**config.mk**
```make
export PLATFORM = sky130hd
export DESIGN_NAME = object_mover_flat
export DESIGN_NICKNAME = d
export VERILOG_FILES = /design/src/rtl/object_mover_pkg.sv /design/src/rtl/object_mover_if.sv /design/src/rtl/object_mover.sv /design/src/flat_wrapper.sv
export SDC_FILE = /design/constraint.sdc
export NUM_CORES = 1
export LEC_CHECK = 0
export BUFFER_PORTS_ARGS = -buffer_cell sky130_fd_sc_hd__buf_2
export CORE_MARGIN = 3
export CORE_UTILIZATION = 65
export DETAILED_ROUTE_END_ITERATION = 8
export HOLD_SLACK_MARGIN = 0.06
export MAX_ROUTING_LAYER = met4
export PLACE_DENSITY = 0.82
export SKIP_LAST_GASP = 1
export SYNTH_ARGS = -nofsm -noshare
export SYNTH_HDL_FRONTEND = slang
export SYNTH_SLANG_ARGS = --single-unit
```
**constraint.sdc**
```tcl
create_clock -name clk -period 5 [get_ports clk]
set_input_delay 1.25 -clock clk [delete_from_list [all_inputs] [get_ports clk]]
set_output_delay 1.25 -clock clk [all_outputs]
set_load 0.02 [all_outputs]
```
**src/rtl/object_mover_pkg.sv**
```systemverilog
// rtl/object_mover_pkg.sv - shared constants, edge indices and FSM states for the object mover
package object_mover_pkg;

  localparam int FRAC_BITS              = 6;
  localparam int FIXED_POINT_MULTIPLIER = 64;

  // Bit positions inside HitEdgeCode, also used by the hit-detection stage
  localparam int EDGE_LEFT   = 0;
  localparam int EDGE_TOP    = 1;
  localparam int EDGE_RIGHT  = 2;
  localparam int EDGE_BOTTOM = 3;

  typedef enum logic [1:0] {
    S_IDLE,
    S_COLLIDE,
    S_MOVE,
    S_CLAMP
  } mover_state_e;

  function automatic int iabs(input int v);
    return (v < 0) ? -v : v;
  endfunction

endpackage

```
**src/rtl/object_mover_if.sv**
```systemverilog
// rtl/object_mover_if.sv - frame/event inputs and position outputs of the object mover
interface object_mover_if;

  logic        startOfFrame;
  logic        jumpKey;
  logic        collision;
  logic [3:0]  HitEdgeCode;
  logic [10:0] topLeftX;
  logic [10:0] topLeftY;

  modport master (
    output startOfFrame, jumpKey, collision, HitEdgeCode,
    input  topLeftX, topLeftY
  );

  modport slave (
    input  startOfFrame, jumpKey, collision, HitEdgeCode,
    output topLeftX, topLeftY
  );

endinterface

```
**src/rtl/object_mover.sv**
```systemverilog
// rtl/object_mover.sv - per-frame fixed-point position integrator with gravity, bounce, jump and clamp
import object_mover_pkg::*;

module object_mover #(
  parameter int INITIAL_X       = 280,
  parameter int INITIAL_Y       = 185,
  parameter int INITIAL_X_SPEED = 40,
  parameter int INITIAL_Y_SPEED = 20,
  parameter int Y_ACCEL         = 1,
  parameter int MAX_Y_SPEED     = 230,
  parameter int JUMP_SPEED      = -200,
  parameter int OBJECT_WIDTH_X  = 32,
  parameter int OBJECT_HEIGHT_Y = 32,
  parameter int SCREEN_W        = 640,
  parameter int SCREEN_H        = 480
) (
  input  logic          clk,
  input  logic          resetN,
  object_mover_if.slave bus
);

  localparam int MAX_POS_X = (SCREEN_W - OBJECT_WIDTH_X) * FIXED_POINT_MULTIPLIER;
  localparam int MAX_POS_Y = (SCREEN_H - OBJECT_HEIGHT_Y) * FIXED_POINT_MULTIPLIER;

  mover_state_e state, state_n;
  int           pos_x, pos_y, x_speed, y_speed;
  int           pos_x_n, pos_y_n, x_speed_n, y_speed_n;
  logic [3:0]   hit_flags, hit_flags_n, new_hits;
  logic         jump_pending, jump_pending_n, jump_prev, jump_edge;
  logic [10:0]  top_left_x, top_left_y, top_left_x_n, top_left_y_n;

  always_ff @(posedge clk or negedge resetN) begin
    if (!resetN) state <= S_IDLE;
    else         state <= state_n;
  end

  always_comb begin
    state_n        = state;
    pos_x_n        = pos_x;
    pos_y_n        = pos_y;
    x_speed_n      = x_speed;
    y_speed_n      = y_speed;
    top_left_x_n   = top_left_x;
    top_left_y_n   = top_left_y;
    new_hits       = bus.collision ? bus.HitEdgeCode : 4'b0000;
    jump_edge      = bus.jumpKey & ~jump_prev;
    hit_flags_n    = hit_flags | new_hits;
    jump_pending_n = jump_pending | jump_edge;

    case (state)
      S_IDLE: begin
        if (bus.startOfFrame) state_n = S_COLLIDE;
      end
      S_COLLIDE: begin
        // Events arriving in this cycle survive the clear and act next frame
        hit_flags_n    = new_hits;
        jump_pending_n = jump_edge;
        if ((hit_flags[EDGE_LEFT] && x_speed < 0) || (hit_flags[EDGE_RIGHT] && x_speed > 0))
          x_speed_n = -x_speed;
        if ((hit_flags[EDGE_TOP] && y_speed < 0) || (hit_flags[EDGE_BOTTOM] && y_speed > 0))
          y_speed_n = -y_speed;
        if (jump_pending) y_speed_n = JUMP_SPEED;
        state_n = S_MOVE;
      end
      S_MOVE: begin
        pos_x_n = pos_x + x_speed;
        pos_y_n = pos_y + y_speed;
        if (y_speed < MAX_Y_SPEED) y_speed_n = y_speed + Y_ACCEL;
        state_n = S_CLAMP;
      end
      S_CLAMP: begin
        if (pos_x < 0) begin
          pos_x_n   = 0;
          x_speed_n = iabs(x_speed);
        end else if (pos_x > MAX_POS_X) begin
          pos_x_n   = MAX_POS_X;
          x_speed_n = -iabs(x_speed);
        end
        if (pos_y < 0) begin
          pos_y_n   = 0;
          y_speed_n = iabs(y_speed);
        end else if (pos_y > MAX_POS_Y) begin
          pos_y_n   = MAX_POS_Y;
          y_speed_n = -iabs(y_speed);
        end
        top_left_x_n = 11'(pos_x_n >>> FRAC_BITS);
        top_left_y_n = 11'(pos_y_n >>> FRAC_BITS);
        state_n      = S_IDLE;
      end
      default: state_n = S_IDLE;
    endcase
  end

  always_ff @(posedge clk or negedge resetN) begin
    if (!resetN) begin
      pos_x        <= INITIAL_X * FIXED_POINT_MULTIPLIER;
      pos_y        <= INITIAL_Y * FIXED_POINT_MULTIPLIER;
      x_speed      <= INITIAL_X_SPEED;
      y_speed      <= INITIAL_Y_SPEED;
      hit_flags    <= 4'b0000;
      jump_pending <= 1'b0;
      jump_prev    <= 1'b0;
      top_left_x   <= 11'(INITIAL_X);
      top_left_y   <= 11'(INITIAL_Y);
    end else begin
      pos_x        <= pos_x_n;
      pos_y        <= pos_y_n;
      x_speed      <= x_speed_n;
      y_speed      <= y_speed_n;
      hit_flags    <= hit_flags_n;
      jump_pending <= jump_pending_n;
      jump_prev    <= bus.jumpKey;
      top_left_x   <= top_left_x_n;
      top_left_y   <= top_left_y_n;
    end
  end

  assign bus.topLeftX = top_left_x;
  assign bus.topLeftY = top_left_y;

endmodule

```
**src/flat_wrapper.sv**
```systemverilog
// flat-port wrapper written by rule: the top's interface ports become plain ports
module object_mover_flat 
#(
  parameter int INITIAL_X       = 280,
  parameter int INITIAL_Y       = 185,
  parameter int INITIAL_X_SPEED = 40,
  parameter int INITIAL_Y_SPEED = 20,
  parameter int Y_ACCEL         = 1,
  parameter int MAX_Y_SPEED     = 230,
  parameter int JUMP_SPEED      = -200,
  parameter int OBJECT_WIDTH_X  = 32,
  parameter int OBJECT_HEIGHT_Y = 32,
  parameter int SCREEN_W        = 640,
  parameter int SCREEN_H        = 480
)
  (clk, resetN, bus_startOfFrame, bus_jumpKey, bus_collision, bus_HitEdgeCode, bus_topLeftX, bus_topLeftY);
  object_mover_if bus_i ();
  input  logic clk;
  input  logic resetN;
  input wire logic [$bits(bus_i.startOfFrame)-1:0] bus_startOfFrame;
  input wire logic [$bits(bus_i.jumpKey)-1:0] bus_jumpKey;
  input wire logic [$bits(bus_i.collision)-1:0] bus_collision;
  input wire logic [$bits(bus_i.HitEdgeCode)-1:0] bus_HitEdgeCode;
  output wire logic [$bits(bus_i.topLeftX)-1:0] bus_topLeftX;
  output wire logic [$bits(bus_i.topLeftY)-1:0] bus_topLeftY;
  assign bus_i.startOfFrame = bus_startOfFrame;
  assign bus_i.jumpKey = bus_jumpKey;
  assign bus_i.collision = bus_collision;
  assign bus_i.HitEdgeCode = bus_HitEdgeCode;
  assign bus_topLeftX = bus_i.topLeftX;
  assign bus_topLeftY = bus_i.topLeftY;
  object_mover #(.INITIAL_X(INITIAL_X), .INITIAL_Y(INITIAL_Y), .INITIAL_X_SPEED(INITIAL_X_SPEED), .INITIAL_Y_SPEED(INITIAL_Y_SPEED), .Y_ACCEL(Y_ACCEL), .MAX_Y_SPEED(MAX_Y_SPEED), .JUMP_SPEED(JUMP_SPEED), .OBJECT_WIDTH_X(OBJECT_WIDTH_X), .OBJECT_HEIGHT_Y(OBJECT_HEIGHT_Y), .SCREEN_W(SCREEN_W), .SCREEN_H(SCREEN_H)) u_core (.clk(clk), .resetN(resetN), .bus(bus_i));
endmodule
```
# Word-level counts from Yosys, hierarchy flattened
# Index checks and enable logic that the tools add are counted.
# W data, S select, Z words.
[totals] reg_bits=158 out_inout_bits=22 word_cells=78
[op_classes] add_sub_neg=7 order_cmp=9 eq_ne=9 n_mux=23 n_bitwise=4 reduce_logical=14
[op_table] cell="$mux W32" count=14
[op_table] cell="$pmux W32 S2" count=3
[op_table] cell="$lt A32 B1 Y1 const B" count=4
[op_table] cell="$neg A32 Y32" count=4
[op_table] cell="$pmux W32 S3" count=1
[op_table] cell="$add A32 B32 Y32" count=2
[op_table] cell="$gt A32 B1 Y1 const B" count=2
[op_table] cell="$add A32 B2 Y32 const B" count=1
[op_table] cell="$gt A32 B16 Y1 const B" count=1
[op_table] cell="$gt A32 B17 Y1 const B" count=1
[op_table] cell="$lt A32 B9 Y1 const B" count=1
[op_table] cell="$ne A3 B1 Y1 const B" count=3
[op_table] cell="$mux W4" count=2
[op_table] cell="$pmux W2 S4" count=1
[op_table] cell="$eq A2 B2 Y1 const B" count=2
[op_table] cell="$logic_and A1 B1 Y1" count=4
[op_table] cell="$ne A2 B1 Y1 const B" count=2
[op_table] cell="$or A4 B4 Y4" count=1
[op_table] cell="$reduce_and A2 Y1" count=2
[op_table] cell="$reduce_and A4 Y1" count=1
[op_table] cell="$reduce_bool A2 Y1" count=2
[op_table] cell="$reduce_and A3 Y1" count=1
[op_table] cell="$reduce_bool A3 Y1" count=1
[op_table] cell="$eq A2 B1 Y1 const B" count=1
[op_table] cell="8 further kinds" count=9

# Logic depth before layout (Yosys ltp)
[logic_depth] depth_word=6 ltp_mapped=18

# Worst setup path after synthesis
# No wires, ideal clock.
[synth_path] kind="reg-to-reg" startpoint="register u_core.y_speed[1] (netlist name)" endpoint="register u_core.y_speed[21] (netlist name)" t_arrival_ns=3.713 required_time_ns=4.874 slack_ns=1.161 stages_incl_launch_ff=15 n_path_buf=2 path_cell_list="dfrtp_1 clkbuf_1 inv_1 ha_1 clkbuf_1 nor4b_2 nand3_1 or3_1 o21a_1 o32ai_1 and3_4 a21oi_1 xnor2_1 mux2_2 a221o_1"
[synth_via] elab_chain_len=6
[synth_rtl] item="from (decl)" line_no="object_mover.sv:26" text="int pos_x, pos_y, x_speed, y_speed;"
[synth_rtl] item="from (signal assigned)" line_no="object_mover.sv:109" text="y_speed <= y_speed_n;"
[synth_rtl] item="$neg A32 Y32 or $lt A32 B1 Y1 (tied branches)" line_no="object_mover_pkg.sv:21, object_mover.sv:61, object_mover.sv:60"
[synth_rtl] item="$mux W32" line_no="object_mover_pkg.sv:21" text="return (v < 0) ? -v : v;"
[synth_rtl] item="$neg A32 Y32" line_no="object_mover.sv:84" text="y_speed_n = -iabs(y_speed);"
[synth_rtl] item="$mux W32" line_no="object_mover.sv:82" text="end else if (pos_y > MAX_POS_Y) begin"
[synth_rtl] item="$mux W32" line_no="object_mover.sv:79" text="if (pos_y < 0) begin"
[synth_rtl] item="$pmux W32 S3" line_no="object_mover.sv:50" text="case (state)"
# Several ways; a longest one is shown, not always the timed one. The select of a mux whose other input is x is not followed.
# A chain may end at the register's enable or synchronous reset.

==> impl_metrics.ini <==
[power]
clkPwrFrac_pct = 14.7
p_int_mw = 4.502
pwr-share-comb_pct = 60.1
power_mw = 9.148
leakage_nw = 6.650
switching_power_mw = 4.646
pwr_density_cell_nw_per_um2 = 592.4
ir_drop_mv = 0.4875
p_seq_share_pct = 25.2
swShare_pct = 50.79

[floorplanning]
io_pins = 31
core_area_um2 = 22230
fp-row-count = 54
start_util_pct = 67.18
dieWidth_um = 157.6
die_y_um = 157.6
dieArea_um2 = 24830

[routing]
dr.pass1.iters = 6
drtIter0Drc = 1902
drt-total-wl_um = 43550
routed_via_density = 7.149
ant_nets = 0
routedWlPerCell_um = 21.15
drc = 0
vias = 14720

[synthesis]
synth_edf_count = 0
synth_top_cells_by_area = dfrtp_1 (23%), ha_1 (6.1%), xnor2_1 (6.0%), a21oi_1 (4.9%), o21ai_0 (4.8%)
synth_area_um2 = 14930
synth-seq-cells = 156
ys_seq_area_share_pct = 26.31
synth.avg_cell_area_um2 = 8.120
syn-num-nets = 1922
syn_inst = 1839
synth_top_area_share_pct = 22.79
synth_cell_type_count = 102
synth_top_flop_cell = dfrtp_1
synth_area_leader_cell = dfrtp_1
synth-async-reset-ratio_pct = 100.0
yosys_warnings = 0

[timing]
fin_tns_setup_ns = 0
finClkSkew_ns = 0.01378
maxSlewHeadroom_pct = 19.38
grt_setup_unrepaired = no
slew_viol_final = 0
worst_pin_slew_ns = 1.205
setup_viol = 0
fmax_mhz = 224.4
hold_viol = 0
fin_crit_sh_pct = 89.11
period_minus_slack_ns = 4.456
worst_slack_ns = 0.5443
whs_ns = 0.4262

[clocking]
cts_hold_buf = 0
cts_tree = built
cts_made_buffers = 17
clk_latency_ns = 0.44
cts.htree.levels = 4
root_buffer = clkbuf_16
clk_path_buf_depth = 2
clk_pin_slew_worst_paths_ns = 0.08
post-cts-setup-buffer-count = 0
clkSinkCount = 156
cts.repair.resized = 0

[critical_path]
endpoint_kind = register
cpPeakStageDelay_ns = 0.58
crit_required_ns = 5.31
critPathSlowestCell = or4_4
worstPathMaxFanout = 17
crit_chain = inv_1 -> ha_1 -> or3b_1 -> or4_4 -> or3_1 -> o311a_1 -> a21oi_2 -> a211o_1 -> or4_1 -> a21boi_1 -> a2111oi_2 -> o2111ai_1
path_buf_inv = 1
crit_family = simple AND/OR/NAND/NOR gates
cp.arrival_ns = 4.76
start_kind = register
path_class = reg -> reg

[final_layout]
mostFrequentLayoutCells = a21oi_1 (147), nor2_1 (146), o21ai_0 (142), dfrtp_1 (135), nand2_1 (133)
nNetsFinal = 1849
final_common_cell = a21oi_1
antenna_cells = 0
area_delta_synth_final_pct = 3.410
final_layout_size_suffix_gt1_share_pct = 9.725

[global_routing]
grt_pass1_vias = 13700
overflow = 0
grt.total_usage_pct = 36.02
grt_max_degree = 103
grt_pass1_wl_um = 70690
antenna_found_initial = 0

[outcome]
status = complete, no violations

[placed_design]
gp_congestion = 0.9958
io_buffers = 30
pre_cts_ws_ns = 0.5795
dp_hpwl_um = 30020

[run]
maxCapViolCount = 0

[min_path]
hold_class = reg -> reg
## sequential cells by signal (all words and copies together), names as in the netlist, named ones only
signal               flops
u_core.y_speed          32
u_core.state             2
u_core.pos_x            32
u_core.jump_prev         1
u_core.hit_flags         4
u_core.pos_y            32
u_core.bus.topLeftX     11
u_core.x_speed          29
u_core.jump_pending      1
u_core.bus.topLeftY     11
## power groups by stage
stage / Clock, mW / Combinational (mW) / Sequential (mW)
6_report: 1.34 / 5.50 / 2.31
5_1_grt: 1.41 / 6.06 / 2.34
4_1_cts: 1.36 / 5.39 / 2.26
3_5_place_dp: 0 / 5.35 / 2.27
3_3_place_gp: 0 / 5.19 / 2.26
2_1_floorplan: 0 / 4.70 / 1.81
## synthesized netlist by cell type (all sizes together) (21+ instances only)
library cell  count
nand4            26
a21oi           148
nor3             48
a21o             24
or3              30
or4              21
dfrtp           136
nor2            147
clkbuf          115
ha               73
xor2             54
nand3            53
a22o             63
nand2           133
buf              33
inv              46
o21ai           148
a31oi            30
nor4             42
xnor2           102
## per-layer routing
| metal | GRT usage, % | part of all wire (%) | vias up |
|---|---|---|---|
| met1 | 50.70 | 43 | 6996 |
| met2 | 52.06 | 43 | 867 |
| met5 | - | 0 | - |
| met4 | 12.44 | 2.3 | 0 |
| li1 | - | - | 6745 |
| met3 | 6.998 | 11 | 112 |
## per-stage QoR
stage / cell area (um^2) / cells / util [%]
after detailed placement: 14840 / 2027 / 66.77
final: 15440 / 2059 / 69.47
after global placement: 14840 / 2027 / 66.77
after global routing: 15440 / 2059 / 69.47
after CTS: 15440 / 2059 / 69.47
after floorplan: 14930 / 1839 / -
## final timing paths
kind | start | endpoint | slack (ns) | cells past startpoint
max | register | u_core.x_speed[28] | 0.54 | 12
min | u_core.jump_prev | u_core.jump_pending | 0.43 | 1
max reg2reg | register | u_core.x_speed[28] | 0.54 | 12
min reg2reg | u_core.jump_prev | u_core.jump_pending | 0.43 | 1
max in group asynchronous | resetN | u_core.pos_y[9] | 3.25 | 2
min in group asynchronous | resetN | u_core.x_speed[4] | 0.88 | 1
## area by class of cell
class	instances	area [um^2]
timing repair buffer	56	364.1
clock inverter	13	146.4
fill	1820	6787
tap	280	350.3
inverter	48	180.2
multi-input combinational	1487	10020
clock buffer	19	452.9
sequential	156	3930
## kinds of logic after synthesis
logic type	after synthesis	synth area share, %
and+or+nand+nor	603	21.31
muxes	22	1.533
xor gates and xnor gates	156	9.150
buffers and inverters	196	6.829
adders and majority gates	74	6.251
AOI/OAI and AO/OA	632	28.62
DFF	156	26.31
No activity file was read; power rests on OpenSTA's default activity.
